### src/rtl/reg_wb_arbiter_pkg.sv
// Shared constants and helpers for the register-bank write-back arbiter.
// Optional statistics counters are enabled with the WB_STAT_EN macro.
package wb_pkg;

  localparam int AW_DEF   = 5;
  localparam int DW_DEF   = 32;
  localparam int NREQ_DEF = 3;
  localparam int STAT_W   = 16;

  localparam logic [4:0]        REG_X0   = 5'd0;
  localparam logic [STAT_W-1:0] STAT_MAX = {STAT_W{1'b1}};

  // Counters stick at all-ones instead of wrapping back to zero.
  function automatic logic [STAT_W-1:0] satInc(input logic [STAT_W-1:0] v);
    return (v == STAT_MAX) ? v : v + 1'b1;
  endfunction

endpackage

### src/rtl/reg_wb_arbiter_if.sv
// Requester and register-bank signals of the write-back arbiter.
// The slave modport is the arbiter side, master is the unit/bank side.
interface reg_wb_arbiter_if
  import wb_pkg::*;
#(
  parameter int NREQ = NREQ_DEF,
  parameter int DW   = DW_DEF,
  parameter int AW   = AW_DEF
) ();

  logic [NREQ-1:0]    req_valid;
  logic [NREQ*AW-1:0] req_addr;
  logic [NREQ*DW-1:0] req_data;
  logic [NREQ-1:0]    req_ready;
  logic               wb_hold;
  logic               wb_reg_write;
  logic [AW-1:0]      wb_addr;
  logic [DW-1:0]      wb_data;

  modport slave (
    input  req_valid, req_addr, req_data, wb_hold,
    output req_ready, wb_reg_write, wb_addr, wb_data
  );

  modport master (
    output req_valid, req_addr, req_data, wb_hold,
    input  req_ready, wb_reg_write, wb_addr, wb_data
  );

endinterface

### src/rtl/reg_wb_arbiter_rr.sv
// Round-robin arbiter: searches upward from the last granted requester.
// The pointer only moves when a grant is actually accepted.
module rr_arbiter #(
  parameter int NREQ = 3,
  parameter int IW   = $clog2(NREQ)
) (
  input  logic            clk,
  input  logic            rst,
  input  logic [NREQ-1:0] req,
  input  logic            en,
  input  logic            advance,
  output logic [NREQ-1:0] grant,
  output logic [IW-1:0]   grant_idx
);

  logic [IW-1:0] lastGrant_q, lastGrant_d;
  logic          found;
  int            cand;

  // Grant is forced to zero in reset and while the bank port is held.
  always_comb begin
    grant     = '0;
    grant_idx = '0;
    found     = 1'b0;
    cand      = 0;
    for (int k = 1; k <= NREQ; k++) begin
      cand = (int'(lastGrant_q) + k) % NREQ;
      if (!found && req[cand]) begin
        found        = 1'b1;
        grant[cand]  = 1'b1;
        grant_idx    = IW'(cand);
      end
    end
    if (!en || !rst) begin
      grant = '0;
    end
  end

  always_comb begin
    lastGrant_d = advance ? grant_idx : lastGrant_q;
  end

  always_ff @(posedge clk) begin
    if (!rst) begin
      lastGrant_q <= IW'(NREQ - 1);
    end else begin
      lastGrant_q <= lastGrant_d;
    end
  end

endmodule

### src/rtl/reg_wb_arbiter.sv
// Shares the register-bank write port between NREQ write-back sources.
// Define WB_STAT_EN to add per-requester grant and x0-write counters.
module reg_wb_arbiter
  import wb_pkg::*;
#(
  parameter int NREQ = NREQ_DEF,
  parameter int DW   = DW_DEF,
  parameter int AW   = AW_DEF
) (
  input  logic                   clk,
  input  logic                   rst,
  reg_wb_arbiter_if.slave        bus
`ifdef WB_STAT_EN
  ,
  output logic [NREQ*STAT_W-1:0] stat_grant_cnt,
  output logic [STAT_W-1:0]      stat_x0_cnt
`endif
);

  localparam int IW = $clog2(NREQ);

  logic [NREQ-1:0] grant;
  logic [IW-1:0]   grantIdx;
  logic            transfer;
  logic [AW-1:0]   selAddr;
  logic [DW-1:0]   selData;
  logic            selIsX0;

  logic            wbRegWrite_q, wbRegWrite_d;
  logic [AW-1:0]   wbAddr_q, wbAddr_d;
  logic [DW-1:0]   wbData_q, wbData_d;

  rr_arbiter #(.NREQ(NREQ), .IW(IW)) u_rr (
    .clk       (clk),
    .rst       (rst),
    .req       (bus.req_valid),
    .en        (!bus.wb_hold),
    .advance   (transfer),
    .grant     (grant),
    .grant_idx (grantIdx)
  );

  assign bus.req_ready = grant;
  assign transfer      = |(bus.req_valid & grant);

  always_comb begin
    selAddr = bus.req_addr[grantIdx*AW +: AW];
    selData = bus.req_data[grantIdx*DW +: DW];
    selIsX0 = (selAddr == AW'(REG_X0));
  end

  // Address/data only follow a transfer; the strobe drops on any idle cycle.
  always_comb begin
    wbRegWrite_d = transfer && !selIsX0;
    wbAddr_d     = transfer ? selAddr : wbAddr_q;
    wbData_d     = transfer ? selData : wbData_q;
  end

  always_ff @(posedge clk) begin
    if (!rst) begin
      wbRegWrite_q <= 1'b0;
      wbAddr_q     <= '0;
      wbData_q     <= '0;
    end else begin
      wbRegWrite_q <= wbRegWrite_d;
      wbAddr_q     <= wbAddr_d;
      wbData_q     <= wbData_d;
    end
  end

  assign bus.wb_reg_write = wbRegWrite_q;
  assign bus.wb_addr      = wbAddr_q;
  assign bus.wb_data      = wbData_q;

`ifdef WB_STAT_EN
  logic [STAT_W-1:0] grantCnt_q [NREQ];
  logic [STAT_W-1:0] x0Cnt_q;

  always_ff @(posedge clk) begin
    if (!rst) begin
      for (int i = 0; i < NREQ; i++) begin
        grantCnt_q[i] <= '0;
      end
      x0Cnt_q <= '0;
    end else if (transfer) begin
      grantCnt_q[grantIdx] <= satInc(grantCnt_q[grantIdx]);
      if (selIsX0) begin
        x0Cnt_q <= satInc(x0Cnt_q);
      end
    end
  end

  always_comb begin
    stat_grant_cnt = '0;
    for (int i = 0; i < NREQ; i++) begin
      stat_grant_cnt[i*STAT_W +: STAT_W] = grantCnt_q[i];
    end
  end

  assign stat_x0_cnt = x0Cnt_q;
`endif

endmodule

### src/flat_wrapper.sv
// flat-port wrapper written by rule: the top's interface ports become plain ports
module reg_wb_arbiter_flat import wb_pkg::*;
#(
  parameter int NREQ = NREQ_DEF,
  parameter int DW   = DW_DEF,
  parameter int AW   = AW_DEF
)
  (clk, rst, bus_req_valid, bus_req_addr, bus_req_data, bus_wb_hold, bus_req_ready, bus_wb_reg_write, bus_wb_addr, bus_wb_data);
  reg_wb_arbiter_if #(.NREQ(NREQ), .DW(DW), .AW(AW)) bus_i ();
  input  logic clk;
  input  logic rst;
  input wire logic [$bits(bus_i.req_valid)-1:0] bus_req_valid;
  input wire logic [$bits(bus_i.req_addr)-1:0] bus_req_addr;
  input wire logic [$bits(bus_i.req_data)-1:0] bus_req_data;
  input wire logic [$bits(bus_i.wb_hold)-1:0] bus_wb_hold;
  output wire logic [$bits(bus_i.req_ready)-1:0] bus_req_ready;
  output wire logic [$bits(bus_i.wb_reg_write)-1:0] bus_wb_reg_write;
  output wire logic [$bits(bus_i.wb_addr)-1:0] bus_wb_addr;
  output wire logic [$bits(bus_i.wb_data)-1:0] bus_wb_data;
  assign bus_i.req_valid = bus_req_valid;
  assign bus_i.req_addr = bus_req_addr;
  assign bus_i.req_data = bus_req_data;
  assign bus_i.wb_hold = bus_wb_hold;
  assign bus_req_ready = bus_i.req_ready;
  assign bus_wb_reg_write = bus_i.wb_reg_write;
  assign bus_wb_addr = bus_i.wb_addr;
  assign bus_wb_data = bus_i.wb_data;
  reg_wb_arbiter #(.NREQ(NREQ), .DW(DW), .AW(AW)) u_core (.clk(clk), .rst(rst), .bus(bus_i));
endmodule
### config.mk
export PLATFORM = sky130hd
export DESIGN_NAME = reg_wb_arbiter_flat
export DESIGN_NICKNAME = d
export VERILOG_FILES = /design/src/rtl/reg_wb_arbiter_pkg.sv /design/src/rtl/reg_wb_arbiter_if.sv /design/src/rtl/reg_wb_arbiter_rr.sv /design/src/rtl/reg_wb_arbiter.sv /design/src/flat_wrapper.sv
export SDC_FILE = /design/constraint.sdc
export NUM_CORES = 1
export LEC_CHECK = 0
export ABC_AREA = 1
export CAP_MARGIN = 25
export CORE_MARGIN = 8
export CORE_UTILIZATION = 42
export DETAILED_ROUTE_END_ITERATION = 8
export GPL_ROUTABILITY_DRIVEN = 0
export PLACE_DENSITY = 0.95
export SLEW_MARGIN = 15
export SYNTH_ARGS = -nofsm -noshare
export SYNTH_HDL_FRONTEND = slang
export SYNTH_SLANG_ARGS = --single-unit
### constraint.sdc
create_clock -name clk -period 5.15 [get_ports clk]
set_clock_uncertainty 0.1 [all_clocks]
set_input_delay 1.03 -clock clk [delete_from_list [all_inputs] [get_ports clk]]
set_output_delay 1.03 -clock clk [all_outputs]
set_load 0.005 [all_outputs]
==> metrics.cfg <==
[power]
internal_power_uw=811.6
total_power_uw=1349
p_comb_share_pct=53.5
ir_drop_v=0.0001967
p_sw_uw=537.2
seqPwrFrac_pct=27.9
p_clk_share_pct=18.6
leakage_uw=0.001919
pwr_density_cell_nw_per_um2=310.9
p_sw_share_pct=39.83

[critical_path]
cp_num_buf_inv=4
crit_path_end_kind=primary output
r2r_start=u_core.u_rr.lastGrant_q[0]
reg2reg_to=u_core.bus.wb_data[16]
cp.arrival_ns=3.01
cpPeakStageDelay_ns=0.57
worst-path-stages=10
worstRegToRegCells=14
ff2ff_setup_slack_ns=2.01
cp_common_cell=nand2_1
worst_setup_path_start_kind=input port
crit_end=bus_req_ready[0]
path_cells=clkdlybuf4s50_1 > inv_1 > nand2_1 > nand3_1 > nand2_1 > nand3_4 > inv_2 > nand2_1 > a21oi_1 > clkdlybuf4s50_1
critical_path.slowest_cell=clkdlybuf4s50_1
crit_fanout=5
critPathTopFamily=buffers and inverters
cp-startpoint=bus_req_valid[1]
cp.required_ns=4.02
critPathKind=input port to primary output

[placement]
place_area_sq_um=4230
dp.cells=660
pre_cts_ws_ns=1.049
dp_hpwl_microns=7468
portBuffers=157

[timing]
tns_ns=0
fin_crit_sh_pct=80.33
worst_pin_slew_ns=0.6923
setup_viol=0
hold_viol=0
fin_crit_ns=4.137
slew-limit-headroom_pct=53.68
drv_slew=0
rsz0062_at_grt=false
timing.fmax_mhz=241.7
fin_ws_ns=1.013

[clocking]
ctsHoldBuffers=0
clk_latency_ns=0.28
cts_sinks=40
cts_made_buffers=5
postCtsSetupBuffers=0
path_clk_slew_ns=0.08
cts-resized-gates=0
cts-root-buf=clkbuf_8
cts_tree=done
cts_htree_levels=2
clk_path_buf_depth=2

[synthesis]
synthFlopType=dfxtp_1
synth.distinct_cells=25
synth.cell_area_sq_um=2729
synth_edf_count=0
netlist_top_cells_area=dfxtp_1 29%, nand2_1 17%, o21ai_1 9.4%
synth_seq_area_share_pct=29.34
synthArstFlopShare_pct=0
postSynthCellCount=448
avgSynthCellArea_sq_um=6.091
synth_top_area_share_pct=29.34
yosysWarningCount=0
syn-num-nets=569
yosysTopAreaCell=dfxtp_1
ys_ff_latch=40
synth_common_cells=124 x nand2_1, 53 x nor2_1, 52 x inv_1
yosysMostFrequentCell=nand2_1

[route]
routedWlPerCell_microns=14.24
routed_via_density=4.994
wl_microns=9511
ant_nets=0
first_pass_iters=4
vias=3336
drc=0
drt_iter0_markers=117

[global_route]
gr-usage-met2_pct=35.57
use_met1_pct=19.79
grt_max_degree=70
overflow=0
use_met3_pct=6.401
groute.usage.overall_pct=19.46
grt_pass1_vias=3462
grt_busiest_layer=met2
antenna_found_initial=0
grt_pass1_wl_microns=15780

[floorplan]
ioPinCount=158
rows=29
start_util_pct=43.22
die_x_microns=96.61
core_area_sq_um=6314
dieHeight_microns=96.61
dieArea_sq_um=9333

[final_layout]
syn_to_final_growth_pct=58.96
fin_nets=711
fin_area_sq_um=4338
finalNonFillerCells=668
diodes=0
drive_gt1_share_pct=4.738

[run_status]
outcome=completed

[run]
max_cap_viol_count=0

[hold_path]
hold_path_class=flip-flop to flip-flop

[state kept, by name, indices dropped and copies added, names as in the netlist]
name	count
u_core.bus.wb_data	32
u_core.bus.wb_addr	5
u_core.u_rr.lastGrant_q	2
u_core.bus.wb_reg_write	1
[metal layers]
layer | vias to the layer above | wire length, microns
li1 | 1693 | -
met1 | 1477 | 3724
met3 | 26 | 707
met4 | 0 | 291
met2 | 140 | 4787
met5 | - | 0
[cell usage in the layout, fill, tap and decap left out, types with 3 or more instances in the layout]
cell type / netlist / routed
clkdlybuf4s50_1: 0 / 157
nand2_1: 124 / 124
nor2_1: 53 / 53
inv_1: 52 / 52
o21ai_1: 51 / 51
o21ai_0: 41 / 41
dfxtp_1: 40 / 40
nand3_1: 21 / 21
a21oi_1: 16 / 16
nand2_2: 6 / 6
clkbuf_8: 0 / 5
ha_1: 4 / 4
nand3_2: 3 / 3
[worst reg2reg max path: stages (launching register included)]
cell and delay, ns:
dfxtp_1 0.38, inv_1 0.08, ha_1 0.45, inv_2 0.11
nand2_1 0.09, nand3_2 0.09, nand2_4 0.12, nand4_2 0.19
nand2_2 0.58, buf_4 0.40, nand2_1 0.10, o21ai_0 0.09
o21ai_1 0.08, nor2_1 0.12, nor2_1 0.06
[cell type report]
class,count,area (sq um)
clock buffer,6,72.57
clock inverter,2,35.03
fill,532,1976
inverter,56,217.7
multi-input combinational,328,1529
sequential,40,800.8
tap,77,96.34
timing repair buffer,159,1587
[how the worst min path moves through the flow]
stage / start / end / slack, ns / cells past startpoint
3_5_place_dp: u_core.bus.wb_data[14] / u_core.bus.wb_data[14] / 0.36 / 2
6_report: u_core.bus.wb_data[11] / u_core.bus.wb_data[11] / 0.37 / 2
5_1_grt: u_core.bus.wb_data[13] / u_core.bus.wb_data[13] / 0.39 / 2
2_1_floorplan: u_core.bus.wb_data[14] / u_core.bus.wb_data[14] / 0.36 / 2
4_1_cts: u_core.bus.wb_data[13] / u_core.bus.wb_data[13] / 0.37 / 2
3_3_place_gp: u_core.bus.wb_data[23] / u_core.bus.wb_data[23] / 0.35 / 2
[power by group through the flow]
stage	clock, uW	sequential [uW]	combinational, uW
final	251	376	721
after floorplan	0	385	488
after global placement	0	380	692
after global routing	271	382	808
after CTS	257	376	723
after detailed placement	0	382	721
[through the flow]
step	utilization, %	hold WS [ns]
2_1_floorplan	-	0.3598
3_3_place_gp	67.00	0.3525
3_5_place_dp	67.00	0.3600
4_1_cts	68.71	0.3722
5_1_grt	68.71	0.3869
6_report	68.71	0.3702
[kinds of logic after synthesis]
logic type               share of synthesized area (%)
AO/OA/AOI/OAI                                    20.68
adder cells (fa/ha/maj)                          1.834
buffers and inverters                            14.63
flip-flops                                       29.34
AND/OR/NAND/NOR                                  33.52
No activity file was read; power rests on OpenSTA's default activity.
